$ cat src/rtl/ps2_pkg.sv
// Shared PS/2 definitions: host transmitter state encoding, frame length and default timing.
// Receiver and transmitter both import this package.
package ps2_pkg;

  localparam logic [2:0] ST_IDLE      = 3'd0;
  localparam logic [2:0] ST_INHIBIT   = 3'd1;
  localparam logic [2:0] ST_RTS       = 3'd2;
  localparam logic [2:0] ST_SHIFT     = 3'd3;
  localparam logic [2:0] ST_ACK       = 3'd4;
  localparam logic [2:0] ST_WAIT_IDLE = 3'd5;

  // start + 8 data + parity + stop
  localparam int FRAME_BITS = 11;

  localparam int DEF_INHIBIT_CYCLES = 5000;
  localparam int DEF_TIMEOUT_CYCLES = 1_000_000;

  localparam int CNT_W    = 20;
  localparam int BITCNT_W = 4;

  function automatic logic odd_parity(input logic [7:0] d);
    return ~^d;
  endfunction

endpackage

$ cat src/rtl/ps2_host_tx_if.sv
// Command-byte handshake between a requester and the PS/2 host transmitter.
interface ps2_host_tx_if;

  // A byte transfers on the clk edge where tx_valid && tx_ready are both high.
  // tx_ready never depends on tx_valid; tx_data must be stable while tx_valid waits.
  logic [7:0] tx_data;
  logic       tx_valid;
  logic       tx_ready;

  modport master (
    output tx_data,
    output tx_valid,
    input  tx_ready
  );

  modport slave (
    input  tx_data,
    input  tx_valid,
    output tx_ready
  );

endinterface

$ cat src/rtl/ps2_sync_edge.sv
// Two-flop synchronizer for the PS/2 clock and data pads plus a falling-edge pulse on the clock.
// Synchronizer flops reset to 1 (idle bus level) so reset never produces a spurious edge.
module ps2_sync_edge (
    input  logic clk,
    input  logic rst,
    input  logic ps2_clk,
    input  logic ps2_data,
    output logic clk_s,
    output logic data_s,
    output logic fall
);

    logic [1:0] clk_ff;
    logic [1:0] data_ff;
    logic       clk_prev;

    always_ff @(posedge clk) begin
        if (rst) begin
            clk_ff   <= 2'b11;
            data_ff  <= 2'b11;
            clk_prev <= 1'b1;
        end else begin
            clk_ff   <= {clk_ff[0], ps2_clk};
            data_ff  <= {data_ff[0], ps2_data};
            clk_prev <= clk_ff[1];
        end
    end

    assign clk_s  = clk_ff[1];
    assign data_s = data_ff[1];
    assign fall   = clk_prev & ~clk_ff[1];

endmodule

$ cat src/rtl/ps2_host_tx.sv
// Host-to-device PS/2 transmitter: inhibit, request-to-send, shift out data/parity/stop on
// device clock falls, then check the device acknowledge before returning to idle.
module ps2_host_tx
  import ps2_pkg::*;
#(
    parameter int INHIBIT_CYCLES = DEF_INHIBIT_CYCLES,
    parameter int TIMEOUT_CYCLES = DEF_TIMEOUT_CYCLES
) (
    input  logic            clk,
    input  logic            rst,
    ps2_host_tx_if.slave    tx,
    input  logic            ps2_clk,
    input  logic            ps2_data,
    output logic            ps2_clk_oe,
    output logic            ps2_data_oe,
    output logic            busy,
    output logic            done,
    output logic            ack_err,
    output logic            timeout,
    output logic [2:0]      state_dbg
);

    localparam logic [CNT_W-1:0]    CNT_ONE    = CNT_W'(1);
    localparam logic [CNT_W-1:0]    INH_LAST   = CNT_W'(INHIBIT_CYCLES - 1);
    localparam logic [CNT_W-1:0]    TMO_LIMIT  = CNT_W'(TIMEOUT_CYCLES);
    localparam logic [BITCNT_W-1:0] LAST_SHIFT = BITCNT_W'(FRAME_BITS - 2);

    logic [2:0]          state;
    logic [9:0]          shift;
    logic [BITCNT_W-1:0] bitcnt;
    logic [CNT_W-1:0]    cnt;
    logic                ack_ok;

    logic clk_s;
    logic data_s;
    logic fall;
    logic accept;
    logic in_frame;
    logic tmo_hit;

    ps2_sync_edge u_sync (
        .clk      (clk),
        .rst      (rst),
        .ps2_clk  (ps2_clk),
        .ps2_data (ps2_data),
        .clk_s    (clk_s),
        .data_s   (data_s),
        .fall     (fall)
    );

    assign tx.tx_ready = (state == ST_IDLE);
    assign busy        = (state != ST_IDLE);
    assign state_dbg   = state;
    assign accept      = tx.tx_valid & tx.tx_ready;

    // Device-clocked phases share one watchdog that restarts on every device clock fall.
    assign in_frame = (state == ST_RTS) || (state == ST_SHIFT) ||
                      (state == ST_ACK) || (state == ST_WAIT_IDLE);
    assign tmo_hit  = in_frame && (cnt == TMO_LIMIT);

    always_ff @(posedge clk) begin
        if (rst) begin
            state       <= ST_IDLE;
            shift       <= '0;
            bitcnt      <= '0;
            cnt         <= '0;
            ack_ok      <= 1'b0;
            ps2_clk_oe  <= 1'b0;
            ps2_data_oe <= 1'b0;
            done        <= 1'b0;
            ack_err     <= 1'b0;
            timeout     <= 1'b0;
        end else begin
            done    <= 1'b0;
            ack_err <= 1'b0;
            timeout <= 1'b0;

            if (tmo_hit) begin
                state       <= ST_IDLE;
                cnt         <= '0;
                ps2_clk_oe  <= 1'b0;
                ps2_data_oe <= 1'b0;
                timeout     <= 1'b1;
            end else begin
                if (in_frame) begin
                    cnt <= fall ? '0 : cnt + CNT_ONE;
                end

                case (state)
                    ST_IDLE: begin
                        if (accept) begin
                            shift      <= {1'b1, odd_parity(tx.tx_data), tx.tx_data};
                            cnt        <= '0;
                            bitcnt     <= '0;
                            ps2_clk_oe <= 1'b1;
                            state      <= ST_INHIBIT;
                        end
                    end

                    ST_INHIBIT: begin
                        // Start bit goes out together with the clock release.
                        if (cnt == INH_LAST) begin
                            cnt         <= '0;
                            ps2_clk_oe  <= 1'b0;
                            ps2_data_oe <= 1'b1;
                            state       <= ST_RTS;
                        end else begin
                            cnt <= cnt + CNT_ONE;
                        end
                    end

                    ST_RTS: begin
                        if (fall) begin
                            ps2_data_oe <= ~shift[0];
                            shift       <= shift >> 1;
                            bitcnt      <= BITCNT_W'(1);
                            state       <= ST_SHIFT;
                        end
                    end

                    ST_SHIFT: begin
                        // shift[0] is always the bit for the edge numbered bitcnt+1.
                        if (fall) begin
                            ps2_data_oe <= ~shift[0];
                            shift       <= shift >> 1;
                            bitcnt      <= bitcnt + BITCNT_W'(1);
                            if (bitcnt == LAST_SHIFT) begin
                                state <= ST_ACK;
                            end
                        end
                    end

                    ST_ACK: begin
                        if (fall) begin
                            ack_ok <= ~data_s;
                            state  <= ST_WAIT_IDLE;
                        end
                    end

                    ST_WAIT_IDLE: begin
                        if (clk_s && data_s) begin
                            done    <= ack_ok;
                            ack_err <= ~ack_ok;
                            state   <= ST_IDLE;
                        end
                    end

                    default: begin
                        state       <= ST_IDLE;
                        ps2_clk_oe  <= 1'b0;
                        ps2_data_oe <= 1'b0;
                    end
                endcase
            end
        end
    end

endmodule

$ cat src/flat_wrapper.sv
// flat-port wrapper written by rule: the top's interface ports become plain ports
module ps2_host_tx_flat import ps2_pkg::*;
#(
    parameter int INHIBIT_CYCLES = DEF_INHIBIT_CYCLES,
    parameter int TIMEOUT_CYCLES = DEF_TIMEOUT_CYCLES
)
  (clk, rst, ps2_clk, ps2_data, ps2_clk_oe, ps2_data_oe, busy, done, ack_err, timeout, state_dbg, tx_tx_data, tx_tx_valid, tx_tx_ready);
  ps2_host_tx_if tx_i ();
  input  logic clk;
  input  logic rst;
  input  logic ps2_clk;
  input  logic ps2_data;
  output logic ps2_clk_oe;
  output logic ps2_data_oe;
  output logic busy;
  output logic done;
  output logic ack_err;
  output logic timeout;
  output logic [2:0] state_dbg;
  input wire logic [$bits(tx_i.tx_data)-1:0] tx_tx_data;
  input wire logic [$bits(tx_i.tx_valid)-1:0] tx_tx_valid;
  output wire logic [$bits(tx_i.tx_ready)-1:0] tx_tx_ready;
  assign tx_i.tx_data = tx_tx_data;
  assign tx_i.tx_valid = tx_tx_valid;
  assign tx_tx_ready = tx_i.tx_ready;
  ps2_host_tx #(.INHIBIT_CYCLES(INHIBIT_CYCLES), .TIMEOUT_CYCLES(TIMEOUT_CYCLES)) u_core (.clk(clk), .rst(rst), .tx(tx_i), .ps2_clk(ps2_clk), .ps2_data(ps2_data), .ps2_clk_oe(ps2_clk_oe), .ps2_data_oe(ps2_data_oe), .busy(busy), .done(done), .ack_err(ack_err), .timeout(timeout), .state_dbg(state_dbg));
endmodule
$ cat config.mk
export PLATFORM = sky130hd
export DESIGN_NAME = ps2_host_tx_flat
export DESIGN_NICKNAME = d
export VERILOG_FILES = /design/src/rtl/ps2_pkg.sv /design/src/rtl/ps2_host_tx_if.sv /design/src/rtl/ps2_sync_edge.sv /design/src/rtl/ps2_host_tx.sv /design/src/flat_wrapper.sv
export SDC_FILE = /design/constraint.sdc
export NUM_CORES = 1
export LEC_CHECK = 0
export CAP_MARGIN = 5
export CORE_ASPECT_RATIO = 1.5
export CORE_MARGIN = 2
export CORE_UTILIZATION = 32
export DETAILED_ROUTE_END_ITERATION = 12
export GPL_TIMING_DRIVEN = 0
export PLACE_DENSITY = 0.48
export REMOVE_ABC_BUFFERS = 1
export SLEW_MARGIN = 20
export SYNTH_ARGS = -nofsm -noshare
export SYNTH_HDL_FRONTEND = slang
export SYNTH_SLANG_ARGS = --single-unit
$ cat constraint.sdc
create_clock -name clk -period 2.55 [get_ports clk]
set_clock_uncertainty 0.1 [all_clocks]
set_input_delay 0.51 -clock clk [delete_from_list [all_inputs] [get_ports clk]]
set_output_delay 0.51 -clock clk [all_outputs]
set_load 0.1 [all_outputs]
# == After elaboration in Yosys (flattened, before gate mapping) ==
# Index checks and enable logic that the tools add are counted.
# classes
reduce_logical,21
eq_ne,16
bitwise_logic,11
n_addsub,2
mux,27
# op_table
op,n
two-way mux 20 bit,4
one-hot mux 20 bit (2 select lines),1
two-way mux 3 bit,7
"adder 20 x 1 -> 20 bit, second input constant",1
"equality test 20 x 13 -> 1 bit, second input constant",1
"equality test 20 bit, second input constant",1
two-way mux 10 bit,2
one-hot mux 10 bit (2 select lines),1
one-hot mux 3 bit (6 select lines),1
two-way mux 4 bit,3
one-hot mux 4 bit (3 select lines),1
"inequality test 2 x 1 -> 1 bit, second input constant",5
NOT 1 bit,9
AND reduction 3 bit,3
OR reduction 4 bit,2
XNOR reduction 8 bit,1
AND reduction 7 bit,1
"equality test 3 x 2 -> 1 bit, second input constant",2
"equality test 3 bit, second input constant",2
"inequality test 2 bit, second input constant",3
one-hot mux 1 bit (3 select lines),2
nonzero test 3 bit,2
two-way mux 1 bit,5
AND reduction 5 bit,1
11 further kinds,16
# totals
ff_bits,48
output_inout_bits,10
input_bits,13

# == Longest topological paths before layout ==
# Gate-level depths: netlist of the first run.
# logic_depth
depth_word,7
mapped_depth,9

# == By module ==
# Synthesis of the first run repeated with hierarchy kept, for this count alone.
# hier_totals
cells_unflattened,324
area_unflattened_um2,2641.3
# modules_own_cells
module,instances,cells_each,area_per_inst_um2
ps2_host_tx,1,313,2503.7
ps2_sync_edge,1,11,137.6

# == Least setup slack after synthesis of the first run ==
# OpenSTA, ideal clock, no wires.
# synth_timing
kind,register -> output
from,register u_core.state[2] (netlist: u_core.state_dbg[2])
to,output port tx_tx_ready
arrival_ns,2.956
stages_incl_launch_ff,4
path_slack_ns,-1.016
cell_sequence,dfxtp_1 > or3_2 > clkbuf_1 > inv_1
# synth_via
elab_chain_cells,1
# synth_rtl
element,line,source
from (decl),ps2_host_tx.sv:28,logic [2:0] state;
from (signal assigned),ps2_host_tx.sv:63,state <= ST_IDLE;
from (signal assigned),ps2_host_tx.sv:79,state <= ST_IDLE;
from (signal assigned),ps2_host_tx.sv:96,state <= ST_INHIBIT;
logical NOT 3 bit,ps2_host_tx.sv:51,assign tx.tx_ready = (state == ST_IDLE);
to (decl),flat_wrapper.sv:22,output wire logic [$bits(tx_i.tx_ready)-1:0] tx_tx_ready;
# Every way passes these cells.

# == Final worst setup path of the first run ==
# layout_timing
from,register u_core.state[2] (netlist: u_core.state_dbg[2])
to,output port state_dbg[2]
# layout_rtl
element,line,source
to (decl),flat_wrapper.sv:19,output logic [2:0] state_dbg;
# No word-level cell between the ends.

==> impl_metrics.ini, run 1 <==
[yosys]
synth.top_cells.by_area = dfxtp_1 (38%), a311oi_1 (9.0%), nand2_1 (7.3%), a21oi_1 (4.0%), xnor2_1 (3.1%)
synth_common_cells = nand2_1 (49), dfxtp_1 (48), a311oi_1 (26)
yosysWarnings = 0
ys_seq_area_share_pct = 38.2
synth_area_leader_cell = dfxtp_1
synthCells = 306
synth.top_cell.area_share_pct = 38.2
ys.flop_type = dfxtp_1
synthMostInstantiatedCell = nand2_1
synth.avg_cell_area_um2 = 8.23
synth_async_sr_flop_share_pct = 0
syn_area_um2 = 2520
ys_seq_elements = 48
synth.distinct_cells = 48
synth-edff-count = 0

[die]
die_area_um2 = 8610
io_pins = 23
core_area_um2 = 7610
floorplan.initialDensity_pct = 33.1
die_w_um = 76.4
rows = 39
dieHeight_um = 113

[global_routing]
grt_max_degree = 37
grt_use_met3_pct = 2.73
grt_overflow = 0
use_met2_pct = 27.8
grt_pass1_wl_mm = 10.7
grt_pass1_vias = 2199
use_met1_pct = 17.6
busiest_layer = met2
grt_usage_pct = 15.1
antenna_found_initial = 0

[power_and_ir_drop]
switching_power_mw = 1.43
peakVddDrop_mv = 0.797
power_density_nw_per_um2 = 1050
p_leak_nw = 0.964
p_sw_share_pct = 47.0
power.internal_mw = 1.61
seq_power_share_pct = 32.7
pwr-share-clk_pct = 20.9
total_power_mw = 3.04
combPwrFrac_pct = 46.4

[timing]
finalSetupTns_ns = 0
slew_headroom_pct = 35.5
drv_slew = 0
max_freq_mhz = 399
finalHoldViolations = 0
setup_viol_count_final = 0
worst_pin_slew_ns = 0.965
rsz0062_at_grt = yes
post-route-period-util_pct = 98.2
fin_crit_ns = 2.50

[worst_setup_path]
crit_buf_inv = 1
ff2ff_path_depth = 4
arrival_ns = 1.89
r2r-end = u_core.bitcnt[3]
cp_max_fo = 15
r2r_setup_slack_ns = 0.20
startpoint_type = flip-flop
end_kind = output port
slowest_delay_ns = 0.92
cp.required_ns = 1.94
cp_top_family = buffers and inverters
critical_path_class = flip-flop to output port
slowest_stage = dlygate4sd2_1
r2r-start = u_core.state_dbg[1]
path_cells = dlygate4sd2_1

[cts]
clk_pin_slew_worst_paths_ns = 0.07
numCtsBuffers = 5
htree_levels = 2
cts_tree = built
clockBufferDepth = 2
cts_setup_buffers = 0
cts-root-buf = clkbuf_16
cts_sinks = 48
clk_latency_ns = 0.29
postCtsHoldBufs = 0

[hold_path]
hold_class = flip-flop to flip-flop
min_to = u_core.u_sync.data_ff[1]
min_path_cells = 1
hp-start = u_core.u_sync.data_ff[0]

[route]
vias = 2301
routed_via_density = 5.53
first_iter_violations = 172
dr.pass1.iters = 4
ant_nets = 0
wl_mm = 6.09
drcViolationCount = 0
wire_per_inst_um = 14.6

[final_layout]
instances_no_fill = 416
drive_gt1_share_pct = 7.64
layout-area-overhead-vs-synth_pct = 14.8
fin_area_um2 = 2890
nets = 331
n_fill_cell = 815
antenna_cells = 0

[placement]
place_congestion = 0.734
dpl_cell_area_um2 = 2760
dp_hpwl_mm = 4.30
dpl.cell_count = 409
port_buffers = 22

[run]
maxCapViolCount = 0

[status]
status = finished, final reports clean
## cells by family after synthesis
logic type | count (synthesis) | share of synthesized area (%)
XOR/XNOR | 9 | 3.13
AND/OR/NAND/NOR | 130 | 26.7
AO/OA/AOI/OAI | 83 | 23.7
flip-flops | 48 | 38.2
adder cells (fa/ha/maj) | 4 | 1.99
buffers and inverters | 32 | 6.36
## per-layer routing
layer	share of wire, %	wire length, um
met5	0	0
met4	1.3	80
met3	2.9	174
met2	52	3190
met1	43	2640
## power by group through the flow
| stage | logic (mW) | clock network (mW) | registers (mW) |
|---|---|---|---|
| floorplan | 0.875 | 0 | 1.19 |
| global placement | 1.42 | 0 | 1.01 |
| detailed placement | 1.45 | 0 | 1.01 |
| CTS | 1.43 | 0.654 | 0.995 |
| global route | 1.56 | 0.684 | 1.02 |
| finish | 1.41 | 0.636 | 0.996 |
## placed cells by master (no fill, tap or decap), drive strengths merged, types with 3 or more instances in the layout
| cell | n |
|---|---|
| nand2 | 50 |
| dfxtp | 48 |
| a311oi | 26 |
| a21oi | 21 |
| nor2 | 18 |
| clkdlybuf4s50 | 17 |
| inv | 10 |
| o21ai | 10 |
| nand3 | 9 |
| xnor2 | 9 |
| a41oi | 8 |
| and3 | 7 |
| a31oi | 7 |
| nand2b | 6 |
| clkbuf | 6 |
| or2 | 5 |
| and2 | 4 |
| nor4 | 4 |
| ha | 4 |
| nor3 | 4 |
| or3 | 4 |
| nand4 | 3 |
| or3b | 3 |
| dlygate4sd2 | 3 |
## sequential cells by signal (all words and copies together), names as in the netlist
register and flops:
u_core.ps2_data_oe 1, u_core.u_sync.clk_ff 2, u_core.shift 10, u_core.ack_ok 1
u_core.bitcnt 4, u_core.done 1, u_core.timeout 1, u_core.ack_err 1
u_core.u_sync.clk_prev 1, u_core.u_sync.data_ff 2, u_core.state_dbg 3, u_core.ps2_clk_oe 1
u_core.cnt 20
## stage by stage
stage	hold WS [ns]	worst slack, ns	utilization (%)
floorplan	0.289	-0.538	-
global placement	0.292	-0.409	36.0
detailed placement	0.294	-0.399	36.2
CTS	0.310	0.0378	38.0
global route	0.324	-0.0233	38.0
finish	0.310	0.0452	38.0
## worst register-to-register path, delay by kind of cell (launching register included)
kind | cells | cell delay, ns
compound gates | 1 | 0.15
simple gates | 3 | 1.38
flops | 1 | 0.63
## cell type report
| type | count | area, um2 | share of cell area, % |
|---|---|---|---|
| multi-input combinational | 226 | 1410 | 48.6 |
| sequential | 48 | 962 | 33.3 |
| timing repair buffer | 23 | 220 | 7.62 |
| tap | 102 | 128 | 4.42 |
| clock buffer | 5 | 125 | 4.33 |
| inverter | 10 | 37.5 | 1.30 |
| clock inverter | 2 | 12.5 | 0.433 |
## worst max path at each step
| stage | start | to | slack, ns | depth (start not counted) |
|---|---|---|---|---|
| 2_1_floorplan | u_core.state_dbg[2] | u_core.cnt[12] | -0.54 | 5 |
| 3_3_place_gp | tx_tx_valid | u_core.cnt[17] | -0.41 | 4 |
| 3_5_place_dp | u_core.state_dbg[0] | u_core.cnt[5] | -0.40 | 5 |
| 4_1_cts | u_core.state_dbg[2] | state_dbg[2] | 0.04 | 1 |
| 5_1_grt | u_core.state_dbg[1] | u_core.bitcnt[3] | -0.02 | 4 |
| 6_report | u_core.state_dbg[2] | state_dbg[2] | 0.05 | 1 |
## what timing repair did
action,in CTS,in global routing
cloned,0,0
endpoints found under the setup margin,25,6
gates resized for setup,13,4
(Power assumes the default switching activity.)
==> run 2: changes to the inputs <==
CTS_BUF_LIST = sky130_fd_sc_hd__clkbuf_16   (was default)
SYNTH_HIERARCHICAL = 1   (was default)
==> run 2 against run 1 <==
Synthesized cell count rose by 5.9%. Total power is 3.7% lower. Count of clock-buffer cells in the layout unchanged. Critical path depth grew 6. Core utilization is 0.97 points higher. Combinational power down 13%. Global-route usage rose by 0.46 points. Routed wire length up 11%. Critical path type is now primary input to flip-flop. Largest cell class unchanged. Largest power group unchanged.
==> impl_metrics.ini, run 2 <==
[final_layout]
layout.cells.most_common = dfxtp_1
layout-area-overhead-vs-synth_pct = 18.0
top_register = u_core/cnt
nets = 352
instances_no_fill = 441
reg_top3 = u_core/cnt x20, u_core/shift x10, u_core/bitcnt x4
drive_gt1_share_pct = 8.93
largest_register_ffs = 20
layout_common_cells = dfxtp_1 (45), nand2_1 (44), nor2_1 (25)
n_fill_cell = 841
antenna_cells = 0

[cts]
numCtsBuffers = 5
cts_sinks = 48
cts-root-buf = clkbuf_16
cts_tree = built
htree_levels = 2
clk_latency_ns = 0.29
clk_pin_slew_worst_paths_ns = 0.06
clockBufferDepth = 2

[timing]
post-route-period-util_pct = 94.6
finalHoldViolations = 0
drv_slew = 0
rsz0062_at_grt = no
max_freq_mhz = 415
setup_viol_count_final = 0
fin_crit_ns = 2.41
slew_headroom_pct = 33.9
finalSetupTns_ns = 0
worst_pin_slew_ns = 0.988

[yosys]
synth.top_cells.by_area = dfxtp_1 (36%), a311oi_1 (7.3%), nand2_1 (6.3%), a21oi_1 (3.8%), nor2_1 (3.6%)
synth.avg_cell_area_um2 = 8.15
synth.top_cell.area_share_pct = 36.4
synth-edff-count = 0
syn_area_um2 = 2640
synthMostInstantiatedCell = dfxtp_1
ys_seq_elements = 48
ys_seq_area_share_pct = 36.4
synthCells = 324
synth_async_sr_flop_share_pct = 0
synth_common_cells = dfxtp_1 (48), nand2_1 (44), nor2_1 (25)
yosysWarnings = 6
ys.flop_type = dfxtp_1
synth.distinct_cells = 53
synth_area_leader_cell = dfxtp_1

[worst_setup_path]
cp.required_ns = 2.63
slowest_stage = clkdlybuf4s50_1
crit_start = tx_tx_valid
slowest_delay_ns = 0.55
r2r-start = u_core/cnt[10]
critical_path_class = primary input to flip-flop
cp_max_fo = 19
cp_top_family = compound AO/OA/AOI/OAI gates
crit_buf_inv = 2
path_cells = clkdlybuf4s50_1 -> or3b_1 -> a21oi_1 -> a21boi_2 -> buf_6 -> nor2_1 -> a311oi_1
arrival_ns = 2.50
end_kind = flip-flop
startpoint_type = primary input

[power_and_ir_drop]
combPwrFrac_pct = 42.1
power.internal_mw = 1.69
seq_power_share_pct = 32.6
peakVddDrop_mv = 0.438
p_leak_nw = 1.02
pwr-share-clk_pct = 25.2
switching_power_mw = 1.24
power_density_nw_per_um2 = 940
p_sw_share_pct = 42.5

[placement]
dpl.cell_count = 432
port_buffers = 22
place_congestion = 0.714
dp_hpwl_mm = 4.68

[route]
vias = 2419
dr.pass1.iters = 4
ant_nets = 0
drcViolationCount = 0
first_iter_violations = 102
wire_per_inst_um = 15.4
routed_via_density = 5.49
wl_mm = 6.79

[global_routing]
busiest_layer = met2
grt_usage_pct = 15.6
grt_pass1_vias = 2268
grt_overflow = 0
grt_use_met3_pct = 2.83
use_met2_pct = 28.2
use_met1_pct = 18.1
grt_max_degree = 22
antenna_found_initial = 0
grt_pass1_wl_mm = 11.2

[die]
floorplan.initialDensity_pct = 33.0
core_area_um2 = 8010
die_area_um2 = 9010
die_w_um = 78.2
rows = 40
io_pins = 23
dieHeight_um = 115

[status]
status = finished, final reports clean

[hold_path]
hp-start = u_core/u_sync/data_ff[0]
hold_class = flip-flop to flip-flop

[run]
maxCapViolCount = 0
run 2: cell families after synthesis:
logic type	after synthesis	synth area share [%]
compound gates	88	23.7
xor+xnor	11	3.65
fa+ha+maj	4	1.89
buf+inv	34	6.02
flops	48	36.4
mux	2	0.758
simple gates	137	27.6
run 2: repair_timing:
action	in CTS	in global routing
pin swaps	1	0
gates resized for setup	15	6
endpoints found under the setup margin	18	22
buffers inserted	0	0
hold buffers	0	0
gates cloned	1	0
run 2: metrics by stage:
step | util (%) | power (mW) | cell area, um2 | hold WS [ns] | setup WS [ns]
after CTS | 38.8 | 2.96 | 3110 | 0.316 | 0.0191
after global routing | 38.9 | 3.12 | 3120 | 0.334 | 0.0136
after floorplan | - | 1.83 | 2520 | 0.283 | -2.53
after detailed placement | 36.6 | 2.21 | 2930 | 0.301 | -0.223
final | 38.9 | 2.93 | 3120 | 0.314 | 0.138
after global placement | 35.9 | 2.13 | 2870 | 0.285 | -1.49
run 2: final cells by class:
cell class                 instances  area [um2]  share of cell area (%)
tap                              105         131                    4.21
multi-input combinational        243        1550                    49.7
sequential                        48         965                    30.9
clock buffer                       5         125                    4.01
clock inverter                     3        37.5                    1.20
inverter                          10        37.5                    1.20
timing repair buffer              27         272                    8.71
run 2: final timing paths:
| path | endpoint | slack (ns) | cells past startpoint |
|---|---|---|---|
| setup / recovery | u_core/shift[4] | 0.14 | 7 |
| setup reg to reg | u_core/state_dbg[1] | 0.16 | 5 |
| hold / removal | u_core/u_sync/data_ff[1] | 0.31 | 1 |
| hold reg to reg | u_core/u_sync/data_ff[1] | 0.31 | 1 |
run 2: per-layer routing:
| layer | vias to the layer above | part of all wire [%] |
|---|---|---|
| li1 | 1227 | - |
| met1 | 1148 | 43 |
| met2 | 37 | 53 |
| met3 | 7 | 2.8 |
| met4 | 0 | 1.4 |
| met5 | - | 0 |
run 2: power groups by stage:
stage	logic, mW	registers [mW]	clock network [mW]
detailed placement	1.24	0.969	0
CTS	1.24	0.952	0.766
global placement	1.16	0.969	0
finish	1.23	0.956	0.740
floorplan	0.713	1.11	0
global route	1.35	0.972	0.800
==> run 3: changes to the inputs <==
ABC_CLOCK_PERIOD_IN_PS = 2550   (was default)
==> results of run 3 <==
Final layout, timing and power as in run 2 (identical DEF).
